`src/rtl/note_lane.sv`:
```
// note_lane: one falling-note lane with block motion, hit/miss scoring and pixel colouring.
// Define NOTE_LANE_RANDOM_SPAWN_EN to add an LFSR-randomised WAIT before each respawn.
module note_lane #(
    parameter logic [9:0]  LANE_X0     = 10'd200,
    parameter logic [9:0]  LANE_W      = 10'd80,
    parameter logic [9:0]  BLOCK_H     = 10'd40,
    parameter logic [9:0]  SPAWN_Y     = 10'd35,
    parameter logic [9:0]  ZONE_TOP    = 10'd400,
    parameter logic [9:0]  ZONE_BOT    = 10'd455,
    parameter logic [9:0]  BOTTOM_Y    = 10'd515,
    parameter logic [49:0] BASE_PERIOD = 50'd250000,
    parameter logic [49:0] MIN_PERIOD  = 50'd50000,
    parameter logic [3:0]  MAX_MISS    = 4'd3,
    parameter logic [3:0]  HIT_HOLD    = 4'd8
) (
    input  logic        clk,
    input  logic        resetbtn,
    input  logic [1:0]  gamestate,
    input  logic [9:0]  hCount,
    input  logic [9:0]  vCount,
    input  logic        btn,
    input  logic [49:0] speedshift,
    output logic [1:0]  colorflag,
    output logic        pointflag,
    output logic        blockgoneflag,
    output logic [3:0]  missCount
);
    localparam logic [1:0] TITLESCREEN = 2'b01;
    localparam logic [1:0] STARTGAME   = 2'b10;

    typedef enum logic [2:0] {
        IDLE, FALL, HIT, GONE
`ifdef NOTE_LANE_RANDOM_SPAWN_EN
        , WAIT
`endif
    } state_t;

    state_t      state, state_n, spawn_state;
    logic [9:0]  block_y, block_y_n, step_y, bot_y, end_y;
    logic [49:0] div, div_n, period;
    logic [3:0]  miss, miss_n, cnt, cnt_n, spawn_cnt;
    logic        point_n, tick, overlap, in_x, in_y;

    assign period  = (speedshift >= BASE_PERIOD - MIN_PERIOD) ? MIN_PERIOD : BASE_PERIOD - speedshift;
    assign tick    = div >= period - 50'd1;
    assign step_y  = block_y + 10'd1;
    assign bot_y   = block_y + BLOCK_H - 10'd1;
    assign end_y   = block_y + BLOCK_H;
    assign overlap = (bot_y >= ZONE_TOP) && (block_y <= ZONE_BOT);
    assign missCount = miss;

`ifdef NOTE_LANE_RANDOM_SPAWN_EN
    logic [7:0] lfsr;
    always_ff @(posedge clk or posedge resetbtn)
        if (resetbtn)
            lfsr <= 8'hA5;
        else
            lfsr <= {lfsr[6:0], lfsr[7] ^ lfsr[5] ^ lfsr[4] ^ lfsr[3]};
    assign spawn_state = WAIT;
    assign spawn_cnt   = lfsr[3:0];
`else
    assign spawn_state = FALL;
    assign spawn_cnt   = 4'd0;
`endif

    always_ff @(posedge clk or posedge resetbtn)
        if (resetbtn) begin
            state     <= IDLE;
            block_y   <= SPAWN_Y;
            div       <= '0;
            miss      <= '0;
            cnt       <= '0;
            pointflag <= 1'b0;
        end else begin
            state     <= state_n;
            block_y   <= block_y_n;
            div       <= div_n;
            miss      <= miss_n;
            cnt       <= cnt_n;
            pointflag <= point_n;
        end

    always_comb begin
        state_n   = state;
        block_y_n = block_y;
        div_n     = div;
        miss_n    = miss;
        cnt_n     = cnt;
        point_n   = 1'b0;
        if (gamestate == TITLESCREEN) begin
            state_n   = IDLE;
            block_y_n = SPAWN_Y;
            div_n     = '0;
            miss_n    = '0;
        end else if (gamestate == STARTGAME && state == IDLE) begin
            state_n   = FALL;
            block_y_n = SPAWN_Y;
            div_n     = '0;
        end else if (gamestate == STARTGAME && state != GONE) begin
            div_n = tick ? '0 : div + 50'd1;
            // a hit outranks a coincident tick, so the frozen row is the one the player saw
            if (state == FALL && btn && overlap) begin
                state_n = HIT;
                cnt_n   = HIT_HOLD - 4'd1;
                point_n = 1'b1;
            end else if (tick && state == FALL && step_y > BOTTOM_Y) begin
                miss_n    = miss + 4'd1;
                block_y_n = SPAWN_Y;
                state_n   = (miss + 4'd1 == MAX_MISS) ? GONE : spawn_state;
                cnt_n     = spawn_cnt;
            end else if (tick && state == FALL) begin
                block_y_n = step_y;
            end else if (tick && state == HIT) begin
                block_y_n = (cnt == 4'd0) ? SPAWN_Y : block_y;
                state_n   = (cnt == 4'd0) ? spawn_state : HIT;
                cnt_n     = (cnt == 4'd0) ? spawn_cnt : cnt - 4'd1;
            end
`ifdef NOTE_LANE_RANDOM_SPAWN_EN
            else if (tick && state == WAIT) begin
                state_n = (cnt == 4'd0) ? FALL : WAIT;
                cnt_n   = cnt - 4'd1;
            end
`endif
        end
    end

    always_comb begin
        in_x          = (hCount >= LANE_X0) && (hCount < LANE_X0 + LANE_W);
        in_y          = (vCount >= block_y) && (vCount < end_y);
        colorflag     = !(in_x && in_y) ? 2'b00 : state == FALL ? 2'b01 : state == HIT ? 2'b10 : 2'b00;
        blockgoneflag = state == GONE;
    end
endmodule

```
`config.mk`:
```
export PLATFORM = sky130hd
export DESIGN_NAME = note_lane
export DESIGN_NICKNAME = d
export VERILOG_FILES = /design/src/rtl/note_lane.sv
export SDC_FILE = /design/constraint.sdc
export NUM_CORES = 1
export LEC_CHECK = 0
export BUFFER_PORTS_ARGS = -buffer_cell sky130_fd_sc_hd__buf_4
export CAP_MARGIN = 10
export CORE_MARGIN = 2
export CORE_UTILIZATION = 50
export DETAILED_ROUTE_END_ITERATION = 12
export GPL_TIMING_DRIVEN = 0
export PLACE_DENSITY = 0.7
export SLEW_MARGIN = 20
export SYNTH_ARGS = -nofsm -noshare
export SYNTH_HDL_FRONTEND = slang
export SYNTH_SLANG_ARGS = --single-unit
```
`constraint.sdc`:
```
create_clock -name clk -period 6.1 [get_ports clk]
set_input_delay 0.305 -clock clk [delete_from_list [all_inputs] [get_ports clk]]
set_output_delay 0.305 -clock clk [all_outputs]
set_load 0.1 [all_outputs]
```
======== Yosys cells after proc, flatten, opt, wreduce, memory -nomap -nowiden ========
Cells that the tools add are included.
cells by class
  bitwise operators ....................... 2
  $add $sub $neg .......................... 8
  reductions and logical operators ........ 24
  equal/unequal tests ..................... 12
  multiplexer cells ....................... 39
  order comparisons ....................... 9
operators by type and width
  kind                                                                      count
  50-bit 2-to-1 mux                                                         5
  10-bit 2-to-1 mux                                                         8
  50-bit by 1-bit adder with 50-bit output (second input constant)          1
  50-bit by 18-bit >= comparator with 1-bit output (second input constant)  1
  50-bit >= comparator                                                      1
  18-bit by 50-bit subtractor with 50-bit output (first input constant)     1
  50-bit by 1-bit subtractor with 50-bit output (second input constant)     1
  4-bit 2-to-1 mux                                                          10
  3-bit 2-to-1 mux                                                          7
  5-bit nonzero test                                                        3
  1-bit logical AND                                                         11
  10-bit by 1-bit adder with 10-bit output (second input constant)          1
  10-bit by 6-bit adder with 10-bit output (second input constant)          1
  10-bit >= comparator                                                      1
  10-bit by 8-bit >= comparator with 1-bit output (second input constant)   1
  10-bit by 9-bit >= comparator with 1-bit output (second input constant)   1
  10-bit > comparator (second input constant)                               1
  10-bit by 9-bit <= comparator with 1-bit output (second input constant)   1
  10-bit < comparator                                                       1
  10-bit by 9-bit < comparator with 1-bit output (second input constant)    1
  2-bit 2-to-1 mux                                                          5
  10-bit by 1-bit subtractor with 10-bit output (second input constant)     1
  4-bit AND reduction                                                       2
  3-bit by 2-bit equality test with 1-bit output (second input constant)    2
  other kinds (18)                                                          26
word-level totals
  input bits .............................. 75
  flip-flop bits (word level) ............. 72
  output and inout bits ................... 8
  word-level logic and storage cells ...... 100

======== Logic depth before layout (Yosys ltp) ========
Gate-level depths: netlist of the first run.
  word-level depth ........................ 12
  gate-level depth with buffers ........... 27
  gate-level depth less buffers ........... 22

======== Least setup slack after synthesis of the first run ========
No wires, ideal clock.
  path kind ............................... input -> register
  from .................................... input port speedshift[14]
  to ...................................... register block_y[9]
  path slack .............................. 1,060 ps
  buffers on the path ..................... 5
  arrival time ............................ 4,919 ps
  stages .................................. 25
  required time ........................... 5,978 ps
  library setup time ...................... 122 ps
  cells stage by stage .................... clkbuf_1 -> nor4_1 -> o21ai_0 -> a311oi_1 -> clkbuf_1 -> clkbuf_1 -> nand2_1 -> ha_1 -> nor2b_1 -> nand2_1 -> nor2_1 -> and3_1 -> o21ai_0 -> ha_1 -> and2_0 -> a221o_1 -> a22oi_1 -> o211ai_1 -> o211a_1 -> o21ai_2 -> buf_4 -> o2bb2ai_1 -> or2_1 -> buf_2 -> a32o_1
between the ends
  word-level cells in the longest chain between the ends .. 11
  elaborated cells between the ends (all ways) .. 17
  those cells by class .................... add/sub: 2; order compare: 2; mux: 7; reduce/logical: 6
ends and longest elaborated chain
  item                                                                                                                line      RTL
  from (decl)                                                                                                         22        input logic [49:0] speedshift,
  18-bit by 50-bit subtractor with 50-bit output or 50-bit by 18-bit >= comparator with 1-bit output (tied branches)  44        assign period = (speedshift >= BASE_PERIOD - MIN_PERIOD) ? MIN_PERIOD : BASE_PERIOD - speedshift;
  50-bit 2-to-1 mux (*)                                                                                               44
  50-bit by 1-bit subtractor with 50-bit output (*)                                                                   45        assign tick = div >= period - 50'd1;
  50-bit >= comparator (*)                                                                                            45
  1-bit logical AND                                                                                                   106, 111
  10-bit 2-to-1 mux or 1-bit logical AND (tied branches)                                                              111, 106
  10-bit 2-to-1 mux                                                                                                   106       end else if (tick && state == FALL && step_y > BOTTOM_Y) begin
  10-bit 2-to-1 mux                                                                                                   102       if (state == FALL && btn && overlap) begin
  10-bit 2-to-1 mux                                                                                                   99        end else if (gamestate == STARTGAME && state != GONE) begin
  10-bit 2-to-1 mux                                                                                                   95        end else if (gamestate == STARTGAME && state == IDLE) begin
  10-bit 2-to-1 mux                                                                                                   90        if (gamestate == TITLESCREEN) begin
  to (signal assigned)                                                                                                76        block_y <= block_y_n;
  to (decl)                                                                                                           39        logic [9:0] block_y, block_y_n, step_y, bot_y, end_y;
Mark *: on every way between the ends. The rest lies on a longest branch, timed or not. The select of a mux whose other input is x is not followed.
A chain may end at the register's enable or synchronous reset.

======== Worst setup path after layout of the first run ========
  from .................................... input port speedshift[7]
  to ...................................... register div[13]
between the ends
  word-level cells in the longest chain between the ends .. 8
  elaborated cells between the ends (all ways) .. 9
  those cells by class .................... add/sub: 2; order compare: 2; mux: 5
ends and longest elaborated chain
  item                                                                                                                line  RTL
  18-bit by 50-bit subtractor with 50-bit output or 50-bit by 18-bit >= comparator with 1-bit output (tied branches)  44
  50-bit 2-to-1 mux (*)                                                                                               44
  50-bit by 1-bit subtractor with 50-bit output (*)                                                                   45
  50-bit >= comparator (*)                                                                                            45
  50-bit 2-to-1 mux (*)                                                                                               100   div_n = tick ? '0 : div + 50'd1;
  50-bit 2-to-1 mux (*)                                                                                               99
  50-bit 2-to-1 mux (*)                                                                                               95
  50-bit 2-to-1 mux (*)                                                                                               90
  to (signal assigned)                                                                                                77    div <= div_n;
  to (decl)                                                                                                           40    logic [49:0] div, div_n, period;
Marks and branches as above.

==> run metrics, run 1 <==
met3 Track Usage GR 4.09%; period utilization 89.3%; maxcap violations 0; Sink Count just over 70; worst setup slack after layout 651 ps; # port buffers 72; Final Hold Viols 4; CTS HTree Levels 3; total power 1.17 mW; CTS tree yes; number of nets in the layout 1,131; EDFF count, synth 0; area of the die about 0.015 sq mm; worst-case hold slack -3.48 ps; cells after synthesis roughly 860; worst-margin pin slew ~800 ps; initial core utilization ~52%; WL/cell between 15 and 20 um; sequential power share 40.8%; All-Layer GR Usage about 25%; Post-DP HPWL roughly 13 mm; dpl cells around 1,100; DRC viols 0; failing checks hold timing; clock root buffer clkbuf_16; Combinational Power Share roughly 17%; asr flop ratio synth 100%; most frequent cells in the layout nand2_1, buf_4, ha_1, o21ai_0; Syn Std Cell Area around 0.0069 sq mm; CP Capture Type flop; WS Path Type input port to flop; CTS Buffer Depth 2; min Tclk post-route between 5000 and 6000 ps; Die Ht between 100 and 150 um; drt pass-1 iters 5; Pint approximately 0.85 mW; crit path DAT roughly 5700 ps; normalized max-slew margin a little under half; Inserted Diodes 0; RePlAce Congestion 0.842; vias in the first global route 6,337; post-synthesis mux area share 1.40%; share of layout cells above drive strength 1 13.6%; Row Count 42; Fin Setup TNS 0 ps; fillers about 1,300; area fraction in and, or, nand and nor cells after synthesis between 20% and 30%; Main synth FF type dfrtp_1; die width 121 um; Compound-Gate Fraction of Synth Area 24.8%; pre-CTS setup slack -175 ps; final wirelength roughly 17 mm; grt met1 use about a third; outcome complete, but fails checks; xor-xnor portion of the synthesized cell area roughly 4.4%; Fmax achieved approximately 180 MHz; synth unique cells 77; RSZ-0062 raised after global routing false; Post-Layout Cell Count about 1,200; largest family of logic cells by synthesized area simple AND/OR/NAND/NOR gates; CTS Hold Buffers Added 0; critical path startpoint category input port; final setup fails 0; P&R area growth vs syn 17.6%; Critical Path RT between 6000 and 7000 ps; met2 Use GR 42.1%; clock share of power ~43%; P_sw between 0.3 and 0.4 mW; pwr dens about 140 mW/mm^2; Max Fanout on Critical Path 10; Mean Syn Cell Area 7.99 sq um; largest net degree at the start of global routing 38; Lkg Pwr ~3.7 nW; Switching Share between 20 and 30%; Final Max Slew Viols 0; clk_lat worst skew about 330 ps; sequential fraction of the synthesis area approximately a quarter; synthesized flop and latch total just over 70; TritonCTS buffer count 9; grt peak-use layer met2; final setup skew 5.59 ps; first-pass GRT wire length between 30 and 40 mm; YS warnings 0; initial drt markers just over 500; Worst Hold Class input port to asynchronous set/reset pin; Post-DRT Antenna Nets 0; maximum VDD drop between 150 and 200 uV; commonest non-fill, non-tap cell in the layout nand2_1; total core area approximately 0.013 sq mm; synthesized-area fraction occupied by adder cells 14.0%; grt ovf 0; vias 6,757; via/cell ratio 5.83; Worst-path clk slew around 60 ps; IO Pins 83; initial antenna violation count 0
critical path: stages:
cell	delay, ps
clkbuf_1	170
o21a_1	200
nor2_1	100
o21ai_0	120
a311oi_2	430
clkbuf_2	320
clkbuf_2	260
nand2_1	110
ha_1	250
nor2b_2	200
nor2_1	90
a21oi_1	50
or3_1	300
a21boi_0	310
ha_1	180
nand4_1	90
or3_1	380
a31oi_1	380
o211a_1	290
or3_1	130
clkbuf_1	250
buf_2	330
a21oi_1	70
o21ai_0	230
o41ai_1	110
cell usage after synthesis (3+ instances only):
cell type	n	share of area [%]
nand4_1	19	1.7
o41ai_1	4	0.51
buf_4	5	0.54
a22o_1	4	0.51
and2_1	9	0.82
o2bb2ai_1	4	0.51
o31ai_1	26	2.8
dfrtp_1	68	25
nor2_1	68	3.7
a21oi_1	44	3.2
nand2_1	78	4.2
nand2b_1	19	1.7
a21o_1	24	2.6
xnor2_1	20	2.5
ha_1	77	14
buf_2	6	0.44
o21ai_0	72	5.2
nor3_1	20	1.5
mux2i_1	4	0.58
nand3_1	44	3.2
and3_1	19	1.7
a211oi_1	7	0.76
o21ai_1	3	0.22
nor2b_1	5	0.45
dfstp_2	3	1.1
clkbuf_1	28	1.5
nor4_1	16	1.5
o211ai_1	6	0.65
o21a_1	9	0.98
a31oi_1	18	1.6
inv_1	35	1.9
mux2_2	5	0.82
xor2_1	13	1.7
o2111ai_1	5	0.63
o22ai_1	4	0.36
and4_1	9	1.1
or4_1	5	0.54
or3_1	7	0.63
nor3b_1	4	0.44
cell families after synthesis:
| family | after synthesis |
|---|---|
| AND/OR/NAND/NOR | 336 |
| AO/OA/AOI/OAI | 261 |
| adder cells (fa/ha/maj) | 77 |
| buffers and inverters | 75 |
| flip-flops | 71 |
| XOR/XNOR | 34 |
| multiplexers | 9 |
| other | 1 |
final timing paths:
kind                       slack [ps]          to  depth (start not counted)          start
min in group clk                  420    state[1]                          3   gamestate[1]
max in group asynchronous        5490  block_y[5]                          3       resetbtn
hold / removal                     -3     div[32]                          2       resetbtn
hold reg to reg                   520     div[27]                          1        div[27]
setup reg to reg                 2530      div[4]                         10        div[44]
setup / recovery                  650     div[13]                         25  speedshift[7]
per-layer routing:
| layer | part of all wire [%] | up-vias | wire length, um |
|---|---|---|---|
| li1 | - | 3429 | - |
| met1 | 47 | 3198 | 8240 |
| met2 | 48 | 106 | 8340 |
| met3 | 3.3 | 24 | 576 |
| met4 | 1.4 | 0 | 250 |
| met5 | 0 | - | 0 |
power by group through the flow:
stage | Sequential [mW] | Clock (mW) | Combinational, mW
after floorplan | 0.485 | 0 | 0.119
after global placement | 0.486 | 0 | 0.189
after detailed placement | 0.486 | 0 | 0.192
final | 0.477 | 0.497 | 0.196
after global routing | 0.478 | 0.531 | 0.222
after CTS | 0.477 | 0.506 | 0.194
flip-flops by register name, indices dropped and copies added, names as in the netlist:
signal and cells:
div 50, block_y 10, cnt 4, missCount 4
state 2, pointflag 1
what timing repair did:
| action | CTS | global route |
|---|---|---|
| gates resized for setup | 0 | 18 |
| endpoints found under the setup margin | 0 | 68 |
| buffers inserted | 0 | 0 |
through the flow:
stage	cell area [sq um]	hold WS, ps	util [%]
3_3_place_gp	7780	513	58.3
6_report	8110	-3.48	60.8
2_1_floorplan	7020	471	-
5_1_grt	8110	36.1	60.8
4_1_cts	8080	12.4	60.5
3_5_place_dp	7800	368	58.4
layout make-up:
class / instances / area [sq um] / share of cell area [%]
buffer: 39 / 180 / 2.22
clock buffer: 12 / 256 / 3.16
clock inverter: 4 / 20.0 / 0.247
inverter: 36 / 138 / 1.70
multi-input combinational: 749 / 4960 / 61.1
sequential: 71 / 1780 / 21.9
tap: 176 / 220 / 2.71
timing repair buffer: 73 / 561 / 6.91
Note: power is estimated with default switching activity, not from simulation.
==> run 2: changes to the inputs <==
CORE_ASPECT_RATIO = 0.75   (was not set)
==> run metrics, run 2 (synthesized netlist as in run 1, its figures left out) <==
Slowest-stage cell, CP or3_1; period utilization just over 90%; first-pass GRT wire length 29.9 mm; CP Capture Type flop; Die Ht roughly 110 um; initial antenna violation count 0; drt pass-1 iters 5; via/cell ratio between 5 and 6; Fin Setup TNS 0 ps; vias a little under 7,000; largest registers div: 50 flops, block_y: 10 flops; Max Fanout on Critical Path 10; normalized max-slew margin 47.2%; Final Max Slew Viols 0; Crit path largest cell delay ~350 ps; CTS HTree Levels 3; initial core utilization about 50%; WL/cell between 15 and 20 um; critical path startpoint category input port; worst-margin pin slew slightly below 800 ps; number of nets in the layout 1,133; cell family with most CP delay compound AO/OA/AOI/OAI gates; vias in the first global route roughly 5,800; WS Path Type input port to flop; pwr dens about 140 mW/mm^2; worst setup slack after layout about 480 ps; Fmax achieved approximately 180 MHz; CP bufs+invs 5; fillers around 1,300; grt ovf 0; most frequent cells in the layout nand2_1, buf_4, ha_1, o21ai_0; largest net degree at the start of global routing 40; P&R area growth vs syn 17.7%; Most flops, register div; final wirelength roughly 18 mm; TritonCTS buffer count 9; All-Layer GR Usage about 25%; Worst-path clk slew roughly 60 ps; maximum VDD drop 135 uV; Final Hold Viols 0; min Tclk post-route between 5000 and 6000 ps; IO Pins between 80 and 90; Critical Path RT between 6000 and 7000 ps; # port buffers 72; worst-case hold slack ~420 ps; Post-DRT Antenna Nets 0; maxcap violations 0; Sink Count 71; final setup fails 0; clock root buffer clkbuf_16; final setup skew between 10 and 15 ps; outcome completed; total core area about 0.014 sq mm; clk_lat worst skew roughly 350 ps; initial drt markers 676; crit path DAT 5840 ps; Lkg Pwr approximately 3.7 nW; max reg flops 50; DRC viols 0; CTS Buffer Depth 2; CTS tree yes; Inserted Diodes 0; die width roughly 140 um; RePlAce Congestion 0.859; area of the die 0.0148 sq mm; Row Count 37; Post-DP HPWL around 14 mm; Worst Hold Class input port to flop; pre-CTS setup slack -455 ps; share of layout cells above drive strength 1 13.6%
-- run 2: worst register-to-register path, stage by stage, from the launching register on --
cell	delay (ps)
dfrtp_1	470
ha_1	280
and3_1	200
a221o_1	350
a221oi_1	360
o211ai_1	230
a21o_1	250
or3_1	370
clkbuf_1	220
clkbuf_2	330
a31oi_1	210
o21ai_0	90
o41ai_1	100
-- run 2: repair_timing --
action | CTS | global route
pin swaps | 0 | 1
hold buffers | 1 | 0
setup buffers | 0 | 1
hold endpoints to repair | 18 | 0
gates resized for setup | 4 | 8
setup endpoints to repair | 19 | 70
-- run 2: per-layer routing --
layer / global-route usage, % / share of wire (%) / vias up
li1: - / - / 3431
met1: 41.2 / 53 / 3175
met2: 32.9 / 39 / 244
met3: 6.04 / 7.7 / 6
met4: 2.00 / 0.26 / 0
met5: 0 / 0 / -
-- run 2: area by class of cell --
class	instances	area (sq um)	share of cell area, %
Buffer	39	179	2.20
Clock buffer	9	225	2.77
Clock inverter	7	47.5	0.586
Inverter	36	138	1.69
Multi-Input combinational cell	749	4950	61.0
Sequential cell	71	1780	21.9
Tap cell	175	219	2.70
Timing Repair Buffer	75	578	7.12
-- run 2: path summary, 6_finish.rpt --
check,cells past startpoint,end,startpoint,slack (ps)
max in group asynchronous,4,div[15],resetbtn,4990
worst min register to register,1,div[27],div[27],530
worst max-delay path,26,div[20],speedshift[7],480
worst max register to register,12,div[20],div[44],2520
min in group asynchronous,3,cnt[3],resetbtn,530
worst min-delay path,3,state[1],gamestate[1],420
-- run 2: per-stage QoR --
| stage | std cells | utilization [%] | instance area, sq um | total power [mW] |
|---|---|---|---|---|
| 2_1_floorplan | 895 | - | 7020 | 0.603 |
| 3_5_place_dp | 1143 | 57.3 | 7800 | 0.680 |
| 5_1_grt | 1161 | 59.7 | 8120 | 1.23 |
| 3_3_place_gp | 1142 | 57.1 | 7780 | 0.677 |
| 6_report | 1161 | 59.7 | 8120 | 1.17 |
| 4_1_cts | 1160 | 59.4 | 8090 | 1.18 |
-- run 2: power by group --
part           switching, mW  internal (mW)
logic                  0.119         0.0810
registers            0.00292          0.474
clock network          0.221          0.275
